`src/rtl/cdb_arbiter.sv`:
```
// CDB arbiter: per-FU one-entry holding slots, one registered broadcast per cycle.
// Define CDB_FIXED_PRIO_EN for fixed lowest-index priority instead of round-robin.
module cdb_arbiter #(
  parameter int NUM_REQ = 4,
  parameter int TAG_W   = 6,
  parameter int CNT_W   = 16,
  localparam int SRC_W  = (NUM_REQ > 1) ? $clog2(NUM_REQ) : 1
) (
  input  logic                     clock,
  input  logic                     reset,
  input  logic [NUM_REQ-1:0]       fu_done,
  input  logic [NUM_REQ*TAG_W-1:0] fu_tag,
  output logic [NUM_REQ-1:0]       fu_stall,
  output logic                     cdb_valid,
  output logic [TAG_W-1:0]         cdb_tag,
  output logic [SRC_W-1:0]         cdb_src,
  output logic [CNT_W-1:0]         stall_cycles
);

  logic [NUM_REQ-1:0] hold_valid_q, hold_valid_d;
  logic [TAG_W-1:0]   hold_tag_q [NUM_REQ];
  logic [TAG_W-1:0]   hold_tag_d [NUM_REQ];
  logic [SRC_W-1:0]   rr_ptr_q, rr_ptr_d;
  logic               cdb_valid_q, cdb_valid_d;
  logic [TAG_W-1:0]   cdb_tag_q, cdb_tag_d;
  logic [SRC_W-1:0]   cdb_src_q, cdb_src_d;
  logic [CNT_W-1:0]   stall_cycles_q, stall_cycles_d;

  logic [NUM_REQ-1:0] grant_s;
  logic [NUM_REQ-1:0] accept_s;
  logic               grant_any_s;
  logic [SRC_W-1:0]   grant_idx_s;
`ifndef CDB_FIXED_PRIO_EN
  logic [SRC_W:0]     scan_s;
`endif

  // Grant selection: first valid slot at/after rr_ptr, or lowest index in fixed mode
  always_comb begin
    grant_s     = '0;
    grant_any_s = 1'b0;
    grant_idx_s = '0;
`ifdef CDB_FIXED_PRIO_EN
    for (int k = NUM_REQ - 1; k >= 0; k--) begin
      if (hold_valid_q[k]) begin
        grant_any_s = 1'b1;
        grant_idx_s = SRC_W'(k);
      end else begin
        grant_any_s = grant_any_s;
      end
    end
`else
    scan_s = '0;
    for (int k = 0; k < NUM_REQ; k++) begin
      scan_s = {1'b0, rr_ptr_q} + (SRC_W+1)'(k);
      if (scan_s >= (SRC_W+1)'(NUM_REQ)) begin
        scan_s = scan_s - (SRC_W+1)'(NUM_REQ);
      end else begin
        scan_s = scan_s;
      end
      if (!grant_any_s && hold_valid_q[scan_s[SRC_W-1:0]]) begin
        grant_any_s = 1'b1;
        grant_idx_s = scan_s[SRC_W-1:0];
      end else begin
        grant_any_s = grant_any_s;
      end
    end
`endif
    if (grant_any_s) begin
      grant_s[grant_idx_s] = 1'b1;
    end else begin
      grant_s = '0;
    end
  end

  assign fu_stall = hold_valid_q & ~grant_s;
  assign accept_s = fu_done & ~fu_stall;

  // Next-state: slot refill/drain, pointer advance, broadcast and stall counter
  always_comb begin
    hold_valid_d   = hold_valid_q;
    hold_tag_d     = hold_tag_q;
    rr_ptr_d       = rr_ptr_q;
    stall_cycles_d = stall_cycles_q;
    for (int i = 0; i < NUM_REQ; i++) begin
      if (accept_s[i]) begin
        hold_valid_d[i] = 1'b1;
        hold_tag_d[i]   = fu_tag[i*TAG_W +: TAG_W];
      end else if (grant_s[i]) begin
        hold_valid_d[i] = 1'b0;
      end else begin
        hold_valid_d[i] = hold_valid_q[i];
      end
    end
`ifdef CDB_FIXED_PRIO_EN
    rr_ptr_d = '0;
`else
    if (grant_any_s) begin
      rr_ptr_d = (grant_idx_s == SRC_W'(NUM_REQ - 1)) ? '0 : grant_idx_s + SRC_W'(1);
    end else begin
      rr_ptr_d = rr_ptr_q;
    end
`endif
    cdb_valid_d = grant_any_s;
    if (grant_any_s) begin
      cdb_tag_d = hold_tag_q[grant_idx_s];
      cdb_src_d = grant_idx_s;
    end else begin
      cdb_tag_d = '1;
      cdb_src_d = '0;
    end
    // Counter saturates rather than wrapping
    if ((|fu_stall) && (stall_cycles_q != '1)) begin
      stall_cycles_d = stall_cycles_q + CNT_W'(1);
    end else begin
      stall_cycles_d = stall_cycles_q;
    end
  end

  // State registers with synchronous active-low reset; pending results are dropped
  always_ff @(posedge clock) begin
    if (!reset) begin
      hold_valid_q   <= '0;
      for (int i = 0; i < NUM_REQ; i++) begin
        hold_tag_q[i] <= '0;
      end
      rr_ptr_q       <= '0;
      cdb_valid_q    <= 1'b0;
      cdb_tag_q      <= '1;
      cdb_src_q      <= '0;
      stall_cycles_q <= '0;
    end else begin
      hold_valid_q   <= hold_valid_d;
      hold_tag_q     <= hold_tag_d;
      rr_ptr_q       <= rr_ptr_d;
      cdb_valid_q    <= cdb_valid_d;
      cdb_tag_q      <= cdb_tag_d;
      cdb_src_q      <= cdb_src_d;
      stall_cycles_q <= stall_cycles_d;
    end
  end

  assign cdb_valid    = cdb_valid_q;
  assign cdb_tag      = cdb_tag_q;
  assign cdb_src      = cdb_src_q;
  assign stall_cycles = stall_cycles_q;

endmodule

```
`config.mk`:
```
export PLATFORM = sky130hd
export DESIGN_NAME = cdb_arbiter
export DESIGN_NICKNAME = d
export VERILOG_FILES = /design/src/rtl/cdb_arbiter.sv
export SDC_FILE = /design/constraint.sdc
export NUM_CORES = 1
export LEC_CHECK = 0
export BUFFER_PORTS_ARGS = -buffer_cell sky130_fd_sc_hd__buf_4
export CORE_MARGIN = 3
export CORE_UTILIZATION = 45
export CTS_CLUSTER_DIAMETER = 30
export DETAILED_ROUTE_END_ITERATION = 8
export PLACE_DENSITY = 0.82
export SYNTH_ARGS = -nofsm -noshare
export SYNTH_HDL_FRONTEND = slang
export SYNTH_SLANG_ARGS = --single-unit
export TNS_END_PERCENT = 20
```
`constraint.sdc`:
```
create_clock -name clock -period 2.3 [get_ports clock]
set_input_delay 0.46 -clock clock [delete_from_list [all_inputs] [get_ports clock]]
set_output_delay 0.46 -clock clock [all_outputs]
set_load 0.05 [all_outputs]
```
**After elaboration in Yosys (flattened, before gate mapping)**

Index checks and enable logic that the tools add are counted.

- Add/sub/neg operators: 9
- $lt $le $gt $ge: 11
- Equality and inequality tests: 2
- Muxes and demuxes: 35
- Bitwise operators: 5
- Reduce and logical (&&, ||, !) cells: 14

Operators by type and width:

| operator | count |
|---|---|
| $mux 2 | 9 |
| $mux 1 | 17 |
| $add 16x1->16 const B | 1 |
| $ne 16x16->1 const B | 1 |
| $lt 2x3->1 const B | 5 |
| $bmux 6 s2 | 1 |
| $ge 3x3->1 const B | 4 |
| $mux 6 | 2 |
| $and 4x4->4 | 2 |
| $bmux 1 s2 | 4 |
| $not 4->4 | 2 |
| $reduce_bool 2->1 | 4 |
| $sub 2x1->2 const B | 4 |
| $add 2x2->3 const B | 2 |
| $logic_and 1x1->1 | 5 |
| $mux 4 | 1 |
| $reduce_or 4->1 | 1 |
| $add 2x1->3 const B | 1 |
| $ge 2x3->1 const B | 1 |
| $logic_not 1->1 | 3 |
| $not 2->3 | 1 |
| $add 2x1->2 const B | 1 |
| $demux 1 s2 | 1 |
| $eq 2x2->1 const B | 1 |
| other kinds (2) | 2 |

- Bits in registers: 55
- Input bits: 30
- Output and inout port bits: 29
- Logic and storage cells: 89

**Depth between registers and ports, before layout**

Gate-level depths: netlist of the first run.

- Depth in word-level cells: 24
- Mapped depth: 12
- Mapped depth without buffers: 10

**Least setup slack after synthesis of the first run**

Ideal clock, no wire load.

- Path type: reg-to-reg
- Start point: register rr_ptr_q[1]
- End point: register stall_cycles_q[14], in the netlist stall_cycles[14]
- Library setup time: 0.115 ns
- Arrival time: 2.439 ns
- Data required time: 2.185 ns
- Setup slack: -0.254 ns
- Cell stages (with the launch flop): 12
- Path buffers: 2
- Clock period less this slack: 2.554 ns
- Cell sequence: dfxtp_1 > a21oi_1 > o21ai_0 > o2bb2a_1 > buf_2 > buf_6 > ha_1 > nor2b_4 > o41ai_4 > nor4_2 > xor2_1 > and2_1

- Longest elaborated chain between the ends: 23
- Elaborated cells on any way between the ends: 47
- Those cells by class: add/sub: 7; order compare: 6; mux: 23; bitwise: 2; reduce/logical: 9

RTL lines:

| element | line | RTL |
|---|---|---|
| start: declaration | 23 | `logic [SRC_W-1:0] rr_ptr_q, rr_ptr_d;` |
| start signal: assignment | 134 | `rr_ptr_q <= rr_ptr_d;` |
| parallel branches: the longest is 13 deep, another holds $add 2x1->3 | -- |  |
| $mux 2 * | 60 | `if (!grant_any_s && hold_valid_q[scan_s[SRC_W-1:0]]) begin` |
| via grant_idx_s[1] | 32 | `logic [SRC_W-1:0] grant_idx_s;` |
| $lt 2x3->1 (implied by the code) / $ge 2x1->1 (equally long branches) | 69 | `grant_s[grant_idx_s] = 1'b1;` |
| $logic_and 1x1->1 (implied by the code) | 69 |  |
| $mux 1 (implied by the code) | 69 |  |
| $demux 1 s2 * | 69 |  |
| $mux 4 * | 68 | `if (grant_any_s) begin` |
| $not 4->4 * | 75 | `assign fu_stall = hold_valid_q & ~grant_s;` |
| $and 4x4->4 * | 75 |  |
| via fu_stall[2] | 13 | `output logic [NUM_REQ-1:0] fu_stall,` |
| $reduce_or 4->1 * | 112 | `if ((\|fu_stall) && (stall_cycles_q != '1)) begin` |
| $logic_and 1x1->1 * | 112 |  |
| end signal: assignment | 138 | `stall_cycles_q <= stall_cycles_d;` |
| end: declaration | 27 | `logic [CNT_W-1:0] stall_cycles_q, stall_cycles_d;` |

Mark *: on every way through the listed nets, which the timed path passes. The select of a mux whose other input is x is not followed.
A chain may end at the register's enable or synchronous reset.

**Final worst setup path of the first run**

- Start point: register rr_ptr_q[1]
- End point: register stall_cycles_q[2], in the netlist stall_cycles[2]

- Longest elaborated chain between the ends: 23
- Elaborated cells on any way between the ends: 47
- Those cells by class: add/sub: 7; order compare: 6; mux: 23; bitwise: 2; reduce/logical: 9

RTL lines:

| element | line |
|---|---|
| parallel branches: the longest is 13 deep, another holds $add 2x1->3 | -- |
| $mux 2 * | 60 |
| via grant_idx_s[0] | 32 |
| $lt 2x3->1 (implied by the code) / $ge 2x1->1 (equally long branches) | 69 |
| $logic_and 1x1->1 (implied by the code) | 69 |
| $mux 1 (implied by the code) | 69 |
| $demux 1 s2 * | 69 |
| $mux 4 * | 68 |
| $not 4->4 * | 75 |
| $and 4x4->4 * | 75 |
| $reduce_or 4->1 * | 112 |
| $logic_and 1x1->1 * | 112 |

Marked as above.

==> results of run 1 <==
==> where the power goes <==
part	internal, mW	total, mW	leakage (nW)	switching, mW
Clock	0.219	0.559	0.0485	0.339
Combinational	0.375	0.829	1.14	0.454
Sequential	1.04	1.10	0.454	0.0614
==> per-stage QoR <==
step	total power, mW	TNS (ns)
finish	2.49	-2.49
global route	2.59	-3.97
CTS	2.44	-1.05
detailed placement	1.82	-2.01
global placement	1.80	-0.0329
floorplan	1.59	-1.15
==> worst min path at each step <==
stage	startpoint	end	slack (ns)	cells past startpoint
after floorplan	hold_tag_q[12]	hold_tag_q[12]	0.48	2
after global placement	stall_cycles[15]	stall_cycles[15]	0.48	2
after detailed placement	stall_cycles[15]	stall_cycles[15]	0.50	2
after CTS	fu_done[1]	hold_valid_q[1]	0.35	2
after global routing	fu_done[1]	hold_valid_q[1]	0.36	2
final	fu_done[1]	hold_valid_q[1]	0.36	2
==> logic make-up (layout without fill, tap and decap cells) <==
group / Yosys count / in the layout
DFF: 55 / 55
buffers and inverters: 16 / 102
and+or+nand+nor: 92 / 92
adders and majority gates: 5 / 5
AOI/OAI and AO/OA: 25 / 25
muxes: 41 / 41
xor gates and xnor gates: 11 / 11
==> Yosys cell counts, types with 2 or more instances <==
cell type and instances:
a21oi_1 4, a22oi_1 6, and2_1 13, and2b_4 2, and3_1 3, buf_2 3, buf_6 2, clkbuf_1 5
dfxtp_1 55, ha_1 5, inv_1 6, mux2i_1 41, nand2_1 10, nand2b_1 7, nand3_1 3, nand4_1 4
nor2_1 7, nor2b_1 25, nor3_1 4, nor3b_1 4, nor4_2 2, o21a_1 5, o21ai_0 2, o21ai_2 2
o41ai_4 2, xor2_1 11
==> registers in the layout (all words and copies together), names as in the netlist <==
| signal | flops |
|---|---|
| stall_cycles | 16 |
| rr_ptr_q | 2 |
| cdb_src | 2 |
| hold_tag_q | 24 |
| cdb_valid | 1 |
| cdb_tag | 6 |
| hold_valid_q | 4 |
==> area by class of cell <==
class                           instances  area, um^2
Timing Repair Buffer                   88         727
Multi-Input combinational cell        174        1500
Clock inverter                          3        22.5
Fill cell                             433        1760
Inverter                                6        25.0
Sequential cell                        55        1110
Clock buffer                            5        68.8
Tap cell                               70        87.6
==> critical path, stage by stage (launching register included) <==
cell     delay [ns]
dfxtp_4        0.41
mux2i_2        0.24
o32ai_2        0.12
nor2_2         0.20
buf_4          0.16
ha_4           0.12
and2b_4        0.21
buf_6          0.13
nor4_4         0.42
nor3b_2        0.10
xor2_1         0.15
and2_1         0.16
==> layer usage <==
layer / vias up / wire, um / part of all wire, %
met5: - / 0 / 0
met4: 0 / 197 / 3.0
met3: 14 / 265 / 4.1
met2: 56 / 3240 / 50
met1: 998 / 2790 / 43
li1: 1010 / - / -
==> what timing repair did <==
action,4_1_cts,5_1_grt
gates cloned,0,0
resized for setup,13,18
endpoints found under the setup margin,26,30
pin swaps,3,9
setup buffers,11,3
==> impl_metrics.tcl, run 1 <==
set metrics [dict create \
    outcome "finished, violations left" \
    violations "negative setup slack" \
    crit_path_start "rr_ptr_q[1]" \
    crit_end "stall_cycles[2]" \
    place_inst 379 \
    layout.cells.non_filler 401 \
    rsz0062_at_grt "yes" \
    max_freq_ghz 0.399 \
    stdcell_area_mm2 0.00354 \
    vias 2078 \
    clk_pin_slew_ns 0.10 \
    ir_drop_v 0.000332 \
    die_area_mm2 0.00664 \
    path_max_fanout 5 \
    fin_ws_ns -0.207 \
    ant_nets 0 \
    finalWirelength_um 6490 \
    yosys.area.top_type "dfxtp_1" \
    die_w_um 81.5 \
    synth_cells 245 \
    synth_top_area_share_pct 42.9 \
    final_cell_mix "buf_4 (78), dfxtp_1 (50), mux2i_1 (40)" \
    synth_area_leaders "dfxtp_1 (43%), mux2i_1 (16%), nor2b_1 (6.1%)" \
    area_growth_pct 38.1 \
    synth_xor_area_share_pct 3.76 \
    wire_per_inst_um 16.2 \
    gp_congestion 0.891 \
    drt_iter0_drc 116 \
    core_mm2 0.00530 \
    drive_above_1_share_pct 40.8 \
    r2r_end "stall_cycles[2]" \
    fin_util_pct 66.8 \
    r2r-start "rr_ptr_q[1]" \
    use_met3_pct 3.29 \
    synthArstFlopShare_pct 0 \
    grt_pass1_wl_um 9960 \
    leakage_nw 1.65 \
    grt_util_met2_pct 32.2 \
    crit_path_end_kind "flip-flop" \
    synth_edf_count 0 \
    clock_path_buffers 2 \
    synth_compound_area_share_pct 8.63 \
    period_minus_slack_ns 2.51 \
    synth_top_family_by_area "simple AND/OR/NAND/NOR gates" \
    synth_warnings 0 \
    synth-seq-cells 55 \
    cap_viol_max_count 0 \
    core.rowCount 26 \
    whs_ns 0.356 \
    num-nets-final 365 \
    synthSimpleGateAreaFrac_pct 23.2 \
    portBuffers 58 \
    cts-root-buf "clkbuf_8" \
    regToRegSetupSlack_ns -0.21 \
    start_kind "flip-flop" \
    start_util_pct 48.4 \
    grt_max_degree 50 \
    hpwlAfterDp_um 4300 \
    drc 0 \
    hold_class "in -> reg" \
    busiest_layer "met2" \
    avgViaCountPerCell 5.18 \
    clock_latency_ns 0.32 \
    p_per_area_mw_per_mm2 702 \
    synth-seq-area-share_pct 42.9 \
    grt_overflow 0 \
    ios 59 \
    layout_commonest_cell "buf_4" \
    dpl_cell_area_mm2 0.00323 \
    h-tree-depth 2 \
    pre_cts_ws_ns -0.163 \
    clkSinkCount 55 \
    diodes 0 \
    firstDrtPassIters 4 \
    synthMuxAreaShare_pct 16.0 \
    synth_cell_types 38 \
    ctsHoldBuffers 0 \
    clock_skew_ns 0.0122 \
    die_h_um 81.5 \
    required_ns 2.52 \
    ys.flop_type "dfxtp_1" \
    slew_viol_final 0 \
    cts_buffers 5 \
    avgSynthCellArea_um2 10.5 \
    gr-usage-met1_pct 25.8 \
    synth_area_mm2 0.00256 \
    grt_pass1_vias 2040 \
    antenna_found_initial 0 \
    reg2regPathDepth 11 \
    crit_type "reg -> reg" \
    hold_viol_final 0 \
    worst_slew_pin_slew_ns 0.509 \
    cts_tree "done" \
    fin_crit_sh_pct 109 \
    final-setup-viol-count 20 \
    grt_use_total_pct 19.8 \
    synthAdderAreaFrac_pct 2.44 \
    max_slew_margin_pct 66.0 \
    cp.arrival_ns 2.73 \
    synth_fp_nets 280 \
]
Note: power is estimated with default switching activity, not from simulation.
==> run 2: changes to the inputs <==
--- a/config.mk
+++ b/config.mk
@@ -11,6 +11,7 @@
 export CTS_CLUSTER_DIAMETER = 30
 export DETAILED_ROUTE_END_ITERATION = 8
 export PLACE_DENSITY = 0.82
+export RECOVER_POWER = 100
 export SYNTH_ARGS = -nofsm -noshare
 export SYNTH_HDL_FRONTEND = slang
 export SYNTH_SLANG_ARGS = --single-unit
==> constraint.sdc (replaced) <==
create_clock -name clock -period 2.3 [get_ports clock]
set_input_delay 0.23 -clock clock [delete_from_list [all_inputs] [get_ports clock]]
set_output_delay 0.23 -clock clock [all_outputs]
set_load 0.05 [all_outputs]
==> impl_metrics.tcl, run 2 (synthesis results as in run 1) <==
set metrics [dict create \
    regToRegSetupSlack_ns -0.14 \
    switchingPower_mw 0.838 \
    largest_register_ffs 24 \
    grt_max_degree 50 \
    min_to "hold_valid_q[3]" \
    area_growth_pct 36.4 \
    setup_tns_ns -1.34 \
    grt_pass1_vias 1968 \
    crit_type "reg -> reg" \
    max_freq_ghz 0.409 \
    pre_cts_ws_ns -0.169 \
    power.internal_mw 1.59 \
    grt_use_total_pct 18.9 \
    drc 0 \
    die_h_um 81.5 \
    avgViaCountPerCell 5.22 \
    layout.cells.non_filler 395 \
    diodes 0 \
    hpwlAfterDp_um 4270 \
    p_comb_share_pct 31.6 \
    cts_buffers 5 \
    stdcell_area_mm2 0.00350 \
    hold_viol_final 0 \
    slew_viol_final 0 \
    fin_util_pct 66.0 \
    period_minus_slack_ns 2.44 \
    ios 59 \
    grt_overflow 0 \
    core.rowCount 26 \
    grt_pass1_wl_um 9520 \
    hold_class "in -> reg" \
    p_sw_share_pct 34.4 \
    ant_nets 0 \
    antenna_found_initial 0 \
    max_slew_margin_pct 59.3 \
    total_power_mw 2.43 \
    cap_viol_max_count 0 \
    firstDrtPassIters 4 \
    leakage_nw 1.57 \
    layout_commonest_cell "buf_4" \
    ir_drop_v 0.000321 \
    fin_crit_sh_pct 106 \
    drive_above_1_share_pct 35.4 \
    start_kind "flip-flop" \
    outcome "finished, violations left" \
    clock_skew_ns 0.00937 \
    dpl_cell_area_mm2 0.00325 \
    r2r_end "stall_cycles[13]" \
    crit_path_end_kind "flip-flop" \
    gp_congestion 0.884 \
    p_per_area_mw_per_mm2 695 \
    worst_slew_pin_slew_ns 0.613 \
    cts-root-buf "clkbuf_8" \
    cts_tree "done" \
    core_mm2 0.00530 \
    path_max_fanout 5 \
    pwr-share-seq_pct 45.6 \
    place_inst 380 \
    rsz0062_at_grt "yes" \
    die_w_um 81.5 \
    fin_ws_ns -0.144 \
    reg2regPathDepth 11 \
    num-nets-final 359 \
    required_ns 2.51 \
    violations "negative setup slack" \
    final-setup-viol-count 18 \
    clkSinkCount 55 \
    final_cell_mix "buf_4 (59), dfxtp_1 (51), mux2i_1 (40)" \
    clk_pin_slew_ns 0.10 \
    cp.arrival_ns 2.65 \
    worstHoldStart "fu_done[3]" \
    portBuffers 58 \
    h-tree-depth 2 \
    vias 2060 \
    die_area_mm2 0.00664 \
    clock_latency_ns 0.32 \
    drt_iter0_drc 111 \
    top_register "hold_tag_q" \
    start_util_pct 48.4 \
    clock_path_buffers 2 \
    whs_ns 0.129 \
    wire_per_inst_um 15.9 \
    r2r-start "rr_ptr_q[1]" \
    holdPathStages 2 \
    finalWirelength_um 6290 \
    p_clk_share_pct 22.8 \
]
[run 2: cell type report]
cell class | count | area (um^2)
clock buffer | 5 | 68.8
clock inverter | 3 | 22.5
fill | 440 | 1800
inverter | 6 | 25.0
multi-input combinational | 174 | 1550
sequential | 55 | 1110
tap | 70 | 87.6
timing repair buffer | 82 | 638
[run 2: power by group through the flow]
stage / Sequential [mW] / Combinational (mW) / Clock (mW)
after CTS: 1.10 / 0.729 / 0.568
after global placement: 1.11 / 0.688 / 0
final: 1.11 / 0.769 / 0.555
after floorplan: 1.25 / 0.341 / 0
after detailed placement: 1.12 / 0.702 / 0
after global routing: 1.12 / 0.826 / 0.611
[run 2: timing repair]
item                       in CTS  in global routing
pin swaps                       4                  6
hold buffers                    0                  0
resized for setup               6                 24
setup buffers                   3                  5
setup endpoints to repair      27                 28
[run 2: worst max-delay path: stages, from the launching register on]
cell	delay, ns
dfxtp_4	0.43
mux2i_4	0.26
o32ai_4	0.13
nor2_4	0.18
buf_6	0.12
ha_4	0.12
and2b_4	0.22
o41ai_4	0.35
buf_6	0.18
nor2_4	0.05
and4_4	0.19
mux2i_1	0.10
[run 2: layer usage]
layer	GRT usage [%]	vias up	routed length (um)
met5	0	-	0
met4	5.91	0	85
met3	4.06	8	283
met2	30.9	65	3150
met1	24.7	984	2760
li1	-	1003	-
[run 2: worst max-delay path by stage]
stage,from,endpoint,slack (ns),depth (start not counted)
after global routing,rr_ptr_q[0],stall_cycles[13],-0.20,11
after detailed placement,hold_valid_q[2],stall_cycles[7],-0.17,10
after CTS,rr_ptr_q[1],stall_cycles[2],-0.03,11
after floorplan,rr_ptr_q[1],stall_cycles[4],-0.15,12
final,rr_ptr_q[1],stall_cycles[13],-0.14,11
after global placement,hold_valid_q[2],stall_cycles[7],-0.03,10
==> run 3: changes to the inputs <==
--- a/config.mk
+++ b/config.mk
@@ -5,13 +5,15 @@
 export SDC_FILE = /design/constraint.sdc
 export NUM_CORES = 1
 export LEC_CHECK = 0
+export ABC_CLOCK_PERIOD_IN_PS = 2300
 export BUFFER_PORTS_ARGS = -buffer_cell sky130_fd_sc_hd__buf_4
 export CORE_MARGIN = 3
-export CORE_UTILIZATION = 45
+export CORE_UTILIZATION = 35
 export CTS_CLUSTER_DIAMETER = 30
 export DETAILED_ROUTE_END_ITERATION = 8
-export PLACE_DENSITY = 0.82
+export PLACE_DENSITY = 0.69
 export RECOVER_POWER = 100
+export SETUP_SLACK_MARGIN = 0.2
 export SYNTH_ARGS = -nofsm -noshare
 export SYNTH_HDL_FRONTEND = slang
 export SYNTH_SLANG_ARGS = --single-unit
==> impl_metrics.tcl, run 3 (synthesis results as in run 1) <==
set metrics [dict create \
    outcome "finished, violations left" \
    violations "negative setup slack" \
    cap_viol_max_count 0 \
    start_kind "flip-flop" \
    top_register "hold_tag_q" \
    area_growth_pct 38.8 \
    max_slew_margin_pct 66.8 \
    largest_register_ffs 24 \
    grt_pass1_vias 1965 \
    diodes 0 \
    regToRegSetupSlack_ns -0.02 \
    grt_pass1_wl_um 9590 \
    r2r-start "rr_ptr_q[1]" \
    num-nets-final 357 \
    final-setup-viol-count 6 \
    die_area_mm2 0.00839 \
    crit_path_end_kind "flip-flop" \
    cts-root-buf "clkbuf_8" \
    die_h_um 91.6 \
    core_mm2 0.00694 \
    fillers 649 \
    antenna_found_initial 0 \
    vias 1952 \
    start_util_pct 36.9 \
    grt_max_degree 50 \
    hpwlAfterDp_um 4160 \
    finalWirelength_um 5760 \
    gp_congestion 0.830 \
    required_ns 2.51 \
    min_to "hold_valid_q[3]" \
    hold_viol_final 0 \
    max_freq_ghz 0.430 \
    cp.arrival_ns 2.53 \
    period_minus_slack_ns 2.32 \
    clk_pin_slew_ns 0.11 \
    core.rowCount 30 \
    reg2regPathDepth 10 \
    fin_crit_sh_pct 101 \
    slew_viol_final 0 \
    setup_tns_ns -0.0635 \
    clkSinkCount 55 \
    portBuffers 58 \
    crit_type "reg -> reg" \
    ir_drop_v 0.000311 \
    wire_per_inst_um 13.7 \
    final_cell_mix "buf_4 (72), dfxtp_1 (50), mux2i_1 (40)" \
    layout_commonest_cell "buf_4" \
    avgViaCountPerCell 4.66 \
    die_w_um 91.6 \
    crit_path_start "rr_ptr_q[1]" \
    hold_class "in -> reg" \
    ant_nets 0 \
    cts_tree "done" \
    cts_buffers 5 \
    clock_skew_ns 0.00762 \
    grt_overflow 0 \
    fin_util_pct 51.3 \
    drc 0 \
    worst_slew_pin_slew_ns 0.497 \
    rsz0062_at_grt "yes" \
    fin_ws_ns -0.0248 \
    clock_path_buffers 2 \
    h-tree-depth 2 \
    worstHoldStart "fu_done[3]" \
    r2r_end "stall_cycles[9]" \
    grt_use_total_pct 13.9 \
    p_per_area_mw_per_mm2 682 \
    path_max_fanout 5 \
    dpl_cell_area_mm2 0.00327 \
    ios 59 \
    clock_latency_ns 0.31 \
    drive_above_1_share_pct 39.0 \
    stdcell_area_mm2 0.00356 \
    leakage_nw 1.61 \
    drt_iter0_drc 81 \
    holdPathStages 2 \
    firstDrtPassIters 4 \
]
==> run 3: metrics by stage <==
stage          power, mW  hold WS [ns]  std cells  setup WS, ns
2_1_floorplan       1.59         0.354        245        -0.146
3_3_place_gp        1.81         0.457        405       -0.0205
3_5_place_dp        1.82         0.459        405       -0.0960
4_1_cts             2.41         0.130        418       -0.0509
5_1_grt             2.56         0.129        419        -0.144
6_report            2.43         0.139        419       -0.0248
==> run 3: worst max-delay path by stage <==
stage                             endpoint  slack [ns]
after CTS                 stall_cycles[13]       -0.05
after global placement    stall_cycles[13]       -0.02
final                      stall_cycles[9]       -0.02
after global routing      stall_cycles[13]       -0.14
after detailed placement  stall_cycles[13]        -0.1
after floorplan            stall_cycles[4]       -0.15
==> run 3: worst max-delay path, cell delays in order (launching register included) <==
cell	delay, ns
dfxtp_4	0.41
mux2i_4	0.25
o32ai_4	0.12
nor2_4	0.17
ha_2	0.18
and2b_4	0.21
o41ai_4	0.35
buf_6	0.18
nor4b_4	0.05
xor2_1	0.15
and2_1	0.16
==> run 3: area by class of cell <==
type | instances | area, um^2 | share of cell area, %
multi-input combinational | 174 | 1540 | 43.4
tap | 96 | 120 | 3.37
clock inverter | 3 | 22.5 | 0.633
timing repair buffer | 80 | 664 | 18.7
sequential | 55 | 1110 | 31.3
clock buffer | 5 | 68.8 | 1.93
inverter | 6 | 25.0 | 0.703
==> run 3: repair_timing <==
item | 4_1_cts | 5_1_grt
pin swaps | 5 | 5
hold endpoints to repair | 0 | 0
setup buffers | 5 | 1
endpoints found under the setup margin | 34 | 38
hold buffers | 0 | 0
resized for setup | 12 | 19
==> run 3: report_power, final <==
| part | switching (mW) | internal, mW |
|---|---|---|
| clock | 0.334 | 0.221 |
| sequential | 0.0628 | 1.04 |
| combinational | 0.422 | 0.346 |
| total | 0.819 | 1.61 |
==> run 3: per-layer routing <==
metal	part of all wire, %	track usage [%]
met5	0	0
met3	2.7	2.65
met2	49	22.8
met4	1.0	3.27
met1	47	18.9
